## src/rtl/auto_drive_sequencer.sv

```systemverilog
// Semi-auto driving sequencer: turns detector bits and driver choices into the UART command byte.
// Optional AUTO_UTURN_EN: a dead end triggers an automatic U-turn instead of stopping.
module auto_drive_sequencer #(
  parameter int unsigned TURN_CYCLES = 90_000_000,
  parameter int unsigned COOL_CYCLES = 50_000_000
) (
  input  logic       sys_clk,
  input  logic       rst,
  input  logic       enable,
  input  logic       front_det,
  input  logic       left_det,
  input  logic       right_det,
  input  logic       back_det,
  input  logic       dir_left,
  input  logic       dir_right,
  input  logic       dir_straight,
  output logic [7:0] cmd,
  output logic [2:0] state_out,
  output logic       turning,
  output logic       junction_wait
);

  localparam logic [2:0] StIdle     = 3'd0;
  localparam logic [2:0] StForward  = 3'd1;
  localparam logic [2:0] StWaitDir  = 3'd2;
  localparam logic [2:0] StTurnL    = 3'd3;
  localparam logic [2:0] StTurnR    = 3'd4;
  localparam logic [2:0] StTurnBack = 3'd5;
  localparam logic [2:0] StCooldown = 3'd6;
  localparam logic [2:0] StStop     = 3'd7;

  localparam logic [31:0] TurnLast = 32'(TURN_CYCLES - 1);
  localparam logic [31:0] BackLast = 32'(2 * TURN_CYCLES - 1);
  localparam logic [31:0] CoolLast = 32'(COOL_CYCLES - 1);

  logic [2:0]  state_q, state_d;
  logic [31:0] cnt_q, cnt_d;
  logic        open_f, open_l, open_r;
  logic        timed;

  // Reserved input, not used by the sequencing.
  logic unused_back_det;
  assign unused_back_det = back_det;

  assign open_f = ~front_det;
  assign open_l = ~left_det;
  assign open_r = ~right_det;

  always_comb begin
    state_d = state_q;
    unique case (state_q)
      StIdle: state_d = StForward;
      StForward: begin
        if (open_f && !open_l && !open_r) begin
          state_d = StForward;
        end else if ((open_f && open_l) || (open_f && open_r) || (open_l && open_r)) begin
          state_d = StWaitDir;
        end else if (open_l) begin
          state_d = StTurnL;
        end else if (open_r) begin
          state_d = StTurnR;
        end else begin
`ifdef AUTO_UTURN_EN
          state_d = StTurnBack;
`else
          state_d = StStop;
`endif
        end
      end
      StWaitDir: begin
        // Requests for blocked paths are skipped, so a lower-priority open one can win.
        if (dir_left && open_l) begin
          state_d = StTurnL;
        end else if (dir_right && open_r) begin
          state_d = StTurnR;
        end else if (dir_straight && open_f) begin
          state_d = StCooldown;
        end
      end
      StTurnL, StTurnR: begin
        if (cnt_q == TurnLast) state_d = StCooldown;
      end
      StTurnBack: begin
        if (cnt_q == BackLast) state_d = StCooldown;
      end
      StCooldown: begin
        if (front_det || cnt_q == CoolLast) state_d = StForward;
      end
      StStop: state_d = StStop;
      default: state_d = StIdle;
    endcase
    if (!enable) state_d = StIdle;
  end

  assign timed = (state_q == StTurnL) || (state_q == StTurnR) ||
                 (state_q == StTurnBack) || (state_q == StCooldown);

  always_comb begin
    cnt_d = 32'd0;
    if (state_d == state_q && timed) cnt_d = cnt_q + 32'd1;
  end

  always_ff @(posedge sys_clk or negedge rst) begin
    if (!rst) begin
      state_q <= StIdle;
      cnt_q   <= 32'd0;
    end else begin
      state_q <= state_d;
      cnt_q   <= cnt_d;
    end
  end

  always_comb begin
    cmd = 8'h80;
    unique case (state_q)
      StForward, StCooldown: cmd = 8'h81;
      StTurnL, StTurnBack:   cmd = 8'h84;
      StTurnR:               cmd = 8'h88;
      default:               cmd = 8'h80;
    endcase
  end

  assign state_out     = state_q;
  assign turning       = (state_q == StTurnL) || (state_q == StTurnR) || (state_q == StTurnBack);
  assign junction_wait = (state_q == StWaitDir);

endmodule

```

## config.mk

```make
export PLATFORM = sky130hd
export DESIGN_NAME = auto_drive_sequencer
export DESIGN_NICKNAME = d
export VERILOG_FILES = /design/src/rtl/auto_drive_sequencer.sv
export SDC_FILE = /design/constraint.sdc
export NUM_CORES = 1
export LEC_CHECK = 0
export ABC_AREA = 1
export CORE_MARGIN = 3
export CORE_UTILIZATION = 35
export DETAILED_ROUTE_END_ITERATION = 16
export PLACE_DENSITY = 0.5
export SLEW_MARGIN = 20
export SYNTH_ARGS = -nofsm -noshare
export SYNTH_HDL_FRONTEND = slang
export SYNTH_SLANG_ARGS = --single-unit
```

## constraint.sdc

```tcl
create_clock -name sys_clk -period 3.7 [get_ports sys_clk]
set_input_delay 0.74 -clock sys_clk [delete_from_list [all_inputs] [get_ports sys_clk]]
set_output_delay 0.74 -clock sys_clk [all_outputs]
set_load 0.005 [all_outputs]
```

## Word-level counts from Yosys, hierarchy flattened

Cells that the tools add are included.

- Flip-flop bits (word level): 35
- Output and inout bits: 13
- Word-level logic and storage cells: 50

- Add/subtract/negate cells: 1
- Equality and inequality tests: 11
- Muxes and demuxes: 14
- Bitwise gates (word level): 3
- Reductions and logical operators: 19

Operator list:

| kind | number |
|---|---|
| 32-bit by 1-bit adder with 32-bit output (second input constant) | 1 |
| 32-bit by 26-bit equality test with 1-bit output (second input constant) | 1 |
| 32-bit by 27-bit equality test with 1-bit output (second input constant) | 1 |
| 32-bit by 28-bit equality test with 1-bit output (second input constant) | 1 |
| 32-bit two-way mux | 1 |
| 3-bit two-way mux | 10 |
| 3-bit case mux with 7 select lines | 1 |
| 3-bit equality test (second input constant) | 4 |
| 4-bit case mux with 3 select lines | 1 |
| 1-bit logical AND | 9 |
| 3-bit by 2-bit equality test with 1-bit output (second input constant) | 2 |
| 1-bit logical OR | 6 |
| 2-bit OR reduction | 3 |
| 3-bit by 1-bit equality test with 1-bit output (second input constant) | 1 |
| 3-bit equality test | 1 |
| 3-bit zero test | 1 |
| 1-bit NOT | 3 |
| 2-bit two-way mux | 1 |

## Depth between registers and ports, before layout

Gate-level depths: netlist of the first run.

- Depth after elaboration: 11
- Mapped depth: 17

## Worst setup path before layout of the first run

No wires, ideal clock.

- Path kind: input-to-reg
- Start point: in front_det
- End point: reg cnt_q[22]
- Data arrival time: 1892 ps
- Required time: 3631 ps
- Path slack: 1739 ps
- Stages on the path: 16
- Path buffers: 1
- Cell sequence: inv_1 > nand2_1 > nand2_1 > nand2_1 > a21oi_1 > nor2_1 > nand2_1 > nor2_1 > nand2_1 > nand2_1 > nand2_1 > nand2_1 > nor2_1 > nand2_2 > buf_6 > nor2_2

- Cells in the longest elaborated chain, start to end: 11
- Elaborated cells between the ends (all ways): 20

Ends and longest elaborated chain:

| what | RTL line | RTL |
|---|---|---|
| start: declaration | 10 | `input logic front_det,` |
| 1-bit NOT | 45 | `assign open_f = ~front_det;` |
| 1-bit logical AND | 56 | `end else if ((open_f && open_l) \|\| (open_f && open_r) \|\| (open_l && open_r)) begin` |
| 1-bit logical OR (2 in series) | 56 |  |
| 3-bit two-way mux | 56 |  |
| 3-bit two-way mux | 54 | `if (open_f && !open_l && !open_r) begin` |
| 3-bit case mux with 7 select lines (*) | 51 | `unique case (state_q)` |
| 3-bit two-way mux (*) | 92 | `if (!enable) state_d = StIdle;` |
| 3-bit equality test (*) | 100 | `if (state_d == state_q && timed) cnt_d = cnt_q + 32'd1;` |
| 1-bit logical AND (*) | 100 |  |
| 32-bit two-way mux (*) | 100 |  |
| named net cnt_d[22] | 37 | `logic [31:0] cnt_q, cnt_d;` |
| end signal: assignment | 109 | `cnt_q <= cnt_d;` |
| end: declaration | 37 |  |

Mark *: on every way through the listed nets, which the timed path passes. The rest lies on a longest branch.

## Worst setup path in the final report of the first run

- Start point: reg state_q[0] (netlist: state_out[0])
- End point: out turning

- Cells in the longest elaborated chain, start to end: 3
- Elaborated cells between the ends (all ways): 5

Ends and longest elaborated chain:

| what | RTL line | RTL |
|---|---|---|
| start: declaration | 36 | `logic [2:0] state_q, state_d;` |
| start signal: assignment | 105 | `state_q <= StIdle;` |
| start signal: assignment | 108 | `state_q <= state_d;` |
| 3-bit by 2-bit equality test with 1-bit output / 3-bit equality test (equally long branches) | 124 | `assign turning = (state_q == StTurnL) \|\| (state_q == StTurnR) \|\| (state_q == StTurnBack);` |
| 1-bit logical OR | 124 |  |
| 1-bit logical OR (*) | 124 |  |
| end: declaration | 19 | `output logic turning,` |

Every way passes the cells marked *; elsewhere a longest branch is shown, timed or not.

==> impl_metrics.ini, run 1 <==
[global_route]
grt_usage_pct = 14.5
antenna_found_initial = 0
grt_pass1_vias = 1906
grt_pass1_wl_mm = 8.89
gr-total-overflow = 0
grt_max_degree = 36

[worst_hold_path]
hold_start = cnt_q[0]
hold_path.class = reg -> reg

[cells_and_area]
layout-drive-gt1-share_pct = 13.9
fin_nets = 378
final_common_cell = nand2_1
fillers = 714
most-common-layout-cells = nand2_1, inv_1, nor2_1, dfrtp_1, nor2_2
seqCellArea_um2 = 876
fin_area_mm2 = 0.00272
diodes = 0
syn2layout_area_growth_pct = 12.0
multiInputGateArea_mm2 = 0.00129

[clock_tree]
root_buffer = clkbuf_8
cts_setup_buffers = 0
clock-sinks = 35
cts-htree-levels = 2
cts_hold_buf = 0
cts_buffers = 5
ctsLongestPathBuffers = 2
cts_tree = built
insertion_delay_ns = 0.29
cts_resized = 0
clk_pin_slew_ns = 0.07

[drt]
ant_nets = 0
viasPerCell = 4.52
via_count = 2012
drt_wl_total_mm = 5.27
wl_per_cell_um = 11.8
route.met2.wl_mm = 2.31
routed-wl-met3_um = 140
top_layer = met4
dr.pass1.iters = 4
wl_met1_mm = 2.77
remaining_drc_errors = 0
drt_iter0_markers = 73

[floorplan]
core_area_mm2 = 0.00653
pin_count = 23
dieArea_mm2 = 0.00798
die_y_um = 89.3
num_rows = 29
die_w_um = 89.3
start_util_pct = 37.2

[sta]
final_max_slew_viol_count = 0
setup_viol = 0
finClkSkew_ns = 0.00641
rsz0062_at_grt = false
fin_crit_ns = 2.58
max_slew_margin_pct = 46.6
tightest_slew_ns = 0.801
layout_setup_ws_ns = 1.12
hold_violations = 0
tns_ns = 0
fmax_ghz = 0.388
layout_worst_path_cycle_share_pct = 69.7

[yosys]
synth.distinct_cells = 23
ys_top_cells_by_area = dfrtp_1, nand2_1, xor2_1
synth-seq-area-share_pct = 36.0
netlist.area_leader.share_pct = 36.0
syn_area_per_cell_um2 = 6.98
synth_area_mm2 = 0.00243
synth.largest_area_cell = dfrtp_1
netlist_instances = 348
ys_ff_latch = 35
yosys_warnings = 0

[power]
leakagePower_nw = 1.18
p_per_area_mw_per_mm2 = 319
peakVddDrop_v = 0.000158

[worst_setup_path]
r2r-start = cnt_q[0]
path_max_fanout = 7
worst-setup-path-type = reg -> out
cp-end-kind = output port
worstPathArrival_ns = 1.84
worstPathRequired_ns = 2.96
crit_start = state_out[0]
cp-start-kind = flop

[place]
postPlaceCellArea_mm2 = 0.00264
gp_congestion = 0.826
dpl_worst_slack_ns = 1.03
place.detailed.hpwl_mm = 3.91
io_buffer_count = 16

[run]
max-cap-violations = 0

[status]
outcome = completed
critical path, cell delays in order (launching register included):
cell and delay [ns]:
dfrtp_1 0.50, inv_2 0.12, nor3_2 0.26, inv_2 0.09, nand3_2 0.08, clkdlybuf4s50_1 0.51
through the flow:
step / total power, W / utilization, % / hold WS, ns / std cells
global placement: 0.000607 / 40.4 / 0.455 / 437
finish: 0.000869 / 41.7 / 0.469 / 445
CTS: 0.000885 / 41.7 / 0.471 / 445
floorplan: 0.000532 / - / 0.433 / 351
global route: 0.000927 / 41.7 / 0.477 / 445
detailed placement: 0.000604 / 40.4 / 0.460 / 437
cell usage after synthesis, drive strengths merged:
master and count:
nand3b 1, nand4 6, dfrtp 35, o31ai 1
ha 1, nor3 11, inv 54, xnor2 2
nor4 2, buf 8, o21ai 1, nor2 77
nand3 22, conb 2, a21oi 5, nand2 93
xor2 27
cell families after synthesis:
kind of cell / after synthesis / share of synthesized area [%]
buffers and inverters: 62 / 11.3
flip-flops: 35 / 36.0
other: 2 / 0.309
AO/OA/AOI/OAI: 7 / 1.54
AND/OR/NAND/NOR: 212 / 39.9
adder cells (fa/ha/maj): 1 / 0.515
XOR/XNOR: 29 / 10.5
final cells by class:
cell class | count | share of cell area [%]
repair buffers | 17 | 6.43
flip-flops and latches | 35 | 32.2
multi-input cells | 254 | 47.4
clock buffers | 7 | 2.80
clock inverters | 1 | 0.184
well taps | 77 | 3.54
inverters | 54 | 7.44
worst paths after layout:
path                              to  slack [ns]  depth (start not counted)
max                          turning        1.12                          5
min                         cnt_q[0]        0.47                          1
max reg2reg                cnt_q[28]        1.38                         12
min reg2reg                 cnt_q[0]        0.47                          1
max in group asynchronous  cnt_q[24]        2.65                          1
min in group asynchronous   cnt_q[3]        0.53                          1
registers in the layout (all words and copies together) (netlist names):
name	count
cnt_q	32
state_out	3
per-layer routing:
layer	track usage [%]	up-vias
li1	-	1079
met1	20.8	905
met2	22.0	22
met3	3.32	6
met4	3.65	0
met5	0	-
power by group:
group / leakage [nW] / switching [W] / internal [W]
Sequential: 0.487 / 0.0000161 / 0.000390
Clock: 0.0422 / 0.000140 / 0.000132
Combinational: 0.652 / 0.000115 / 0.0000756
Total: 1.18 / 0.000271 / 0.000598
Note: power is estimated with default switching activity, not from simulation.
==> inputs of run 2 (changes only) <==
--- a/config.mk
+++ b/config.mk
@@ -9,7 +9,7 @@
 export CORE_MARGIN = 3
 export CORE_UTILIZATION = 35
 export DETAILED_ROUTE_END_ITERATION = 16
-export PLACE_DENSITY = 0.5
+export PLACE_DENSITY = 0.52
 export SLEW_MARGIN = 20
 export SYNTH_ARGS = -nofsm -noshare
 export SYNTH_HDL_FRONTEND = slang
==> constraint.sdc (replaced) <==
create_clock -name sys_clk -period 2.2 [get_ports sys_clk]
set_input_delay 0.44 -clock sys_clk [delete_from_list [all_inputs] [get_ports sys_clk]]
set_output_delay 0.44 -clock sys_clk [all_outputs]
set_load 0.005 [all_outputs]
==> impl_metrics.ini, run 2 (same netlist as run 1, synthesis figures left out) <==
[power]
power.internal_w = 0.00110
pwr-share-clk_pct = 28.5
p_sw_w = 0.000521
combPwrFrac_pct = 29.5
peakVddDrop_v = 0.000349
leakagePower_nw = 1.35
power.share.sequential_pct = 42.0
p_per_area_mw_per_mm2 = 525
swShare_pct = 32.1

[floorplan]
dieArea_mm2 = 0.00798
num_rows = 29
start_util_pct = 37.2
die_w_um = 89.3
core_area_mm2 = 0.00653
die_y_um = 89.3
pin_count = 23

[drt]
remaining_drc_errors = 0
dr.pass1.iters = 4
drt_wl_total_mm = 5.76
viasPerCell = 4.69
drt_iter0_markers = 59
via_count = 2195
wl_per_cell_um = 12.3
ant_nets = 0

[worst_setup_path]
worstPathCellList = inv_2 -> nor3_2 -> inv_1 -> nand2_1 -> clkdlybuf4s50_1
reg2reg_setup_slack_ns = 0.03
worst-setup-path-type = reg -> out
cp-end-kind = output port
path_buf_inv = 3
worstPathRequired_ns = 1.76
max_stage_delay_ns = 0.50
crit_family = buffers and inverters
cp-start-kind = flop
worstPathArrival_ns = 1.74
path_max_fanout = 6
slowest_stage = clkdlybuf4s50_1

[sta]
layout_worst_path_cycle_share_pct = 99.3
rsz0062_at_grt = true
final_max_slew_viol_count = 0
fmax_ghz = 0.458
fin_crit_ns = 2.18
layout_setup_ws_ns = 0.0164
setup_viol = 0
hold_violations = 0
finClkSkew_ns = 0.00981

[clock_tree]
root_buffer = clkbuf_8
clock-sinks = 35
insertion_delay_ns = 0.29
ctsLongestPathBuffers = 2
cts_buffers = 5
cts_hold_buf = 0
cts_tree = built
clk_pin_slew_ns = 0.08
cts-htree-levels = 2

[cells_and_area]
layout-drive-gt1-share_pct = 23.3
fin_nets = 401
most-common-layout-cells = nand2_1, inv_1, nor2_1, dfrtp_1
diodes = 0
final_common_cell = nand2_1
syn2layout_area_growth_pct = 27.3
fillers = 684
fin_util_pct = 47.4
regMostFlops = cnt_q
largest_reg_flops = 32

[global_route]
grt_usage_pct = 14.6
antenna_found_initial = 0
grt_pass1_wl_mm = 9.17
grt_max_degree = 24
gr-total-overflow = 0
grt_pass1_vias = 2019

[place]
io_buffer_count = 16
dpl_worst_slack_ns = -0.133
gp_congestion = 0.857
place.detailed.hpwl_mm = 4.11

[worst_hold_path]
hold_path.class = in -> async

[run]
max-cap-violations = 0

[status]
outcome = completed
==> run 2: cell types whose count changed in the layout (fill, tap and decap cells not counted), moves of 2 or more <==
| cell | delta |
|---|---|
| nor2_4 | +14 |
| buf_4 | +18 |
| clkbuf_16 | +3 |
| nand3_2 | +2 |
| dfrtp_1 | -2 |
| nand2_1 | -3 |
| nor2_2 | -6 |
| nand2_4 | +2 |
| nor2_1 | -8 |
| dfrtp_2 | +2 |
| nand3_1 | -2 |
==> run 2: metrics by stage <==
stage                     cells  area, um^2  power (W)  hold slack [ns]  setup TNS, ns
after floorplan             351        2440   0.000895            0.144              0
after global placement      449        2730    0.00105            0.382          -3.18
after detailed placement    449        2730    0.00105            0.381          -3.34
after CTS                   459        2850    0.00154           0.0642              0
after global routing        468        3090    0.00172           0.0779          -3.86
final                       468        3090    0.00162           0.0511              0
==> run 2: area by class of cell <==
cell class	count	area (um^2)	area share (%)
repair buffers	40	412	13.3
multi-input cells	254	1420	45.8
clock buffers	6	72.6	2.35
well taps	77	96.3	3.11
flip-flops and latches	35	878	28.4
inverters	54	205	6.63
clock inverters	2	12.5	0.404
==> run 2: per-layer routing <==
metal | vias up | GRT usage (%) | wire, um
li1 | 1130 | - | -
met1 | 1025 | 20.1 | 2840
met2 | 31 | 23.3 | 2690
met3 | 9 | 2.86 | 145
met4 | 0 | 4.06 | 82
met5 | - | 0 | 0
==> run 2: final timing paths <==
kind                            cells past startpoint         start        end
worst max-delay path                                5  state_out[1]     cmd[0]
worst min-delay path                                1           rst   cnt_q[7]
worst max register to register                     17      cnt_q[1]   cnt_q[5]
worst min register to register                      2      cnt_q[0]   cnt_q[0]
max in group asynchronous                           2           rst  cnt_q[26]
min in group sys_clk                                2      cnt_q[0]   cnt_q[0]
==> run 2: power groups by stage <==
stage / combinational (W) / clock (W) / sequential (W)
3_5_place_dp: 0.000351 / 0 / 0.000695
2_1_floorplan: 0.000205 / 0 / 0.000690
6_report: 0.000479 / 0.000462 / 0.000683
5_1_grt: 0.000524 / 0.000511 / 0.000685
3_3_place_gp: 0.000351 / 0 / 0.000695
4_1_cts: 0.000371 / 0.000482 / 0.000682
==> run 2: worst reg2reg max path: cells and delay by family, from the launching register on <==
kind / cells / cell delay [ns]
adders and majority gates: 1 / 0.20
buffers and inverters: 2 / 0.28
DFF: 1 / 0.36
and+or+nand+nor: 14 / 1.22
==> run 2: what timing repair did <==
action	4_1_cts	5_1_grt
pin swaps	0	6
resized for setup	4	33
endpoints found under the setup margin	7	36
buffers inserted	2	5
cloned	0	4
hold endpoints to repair	0	0
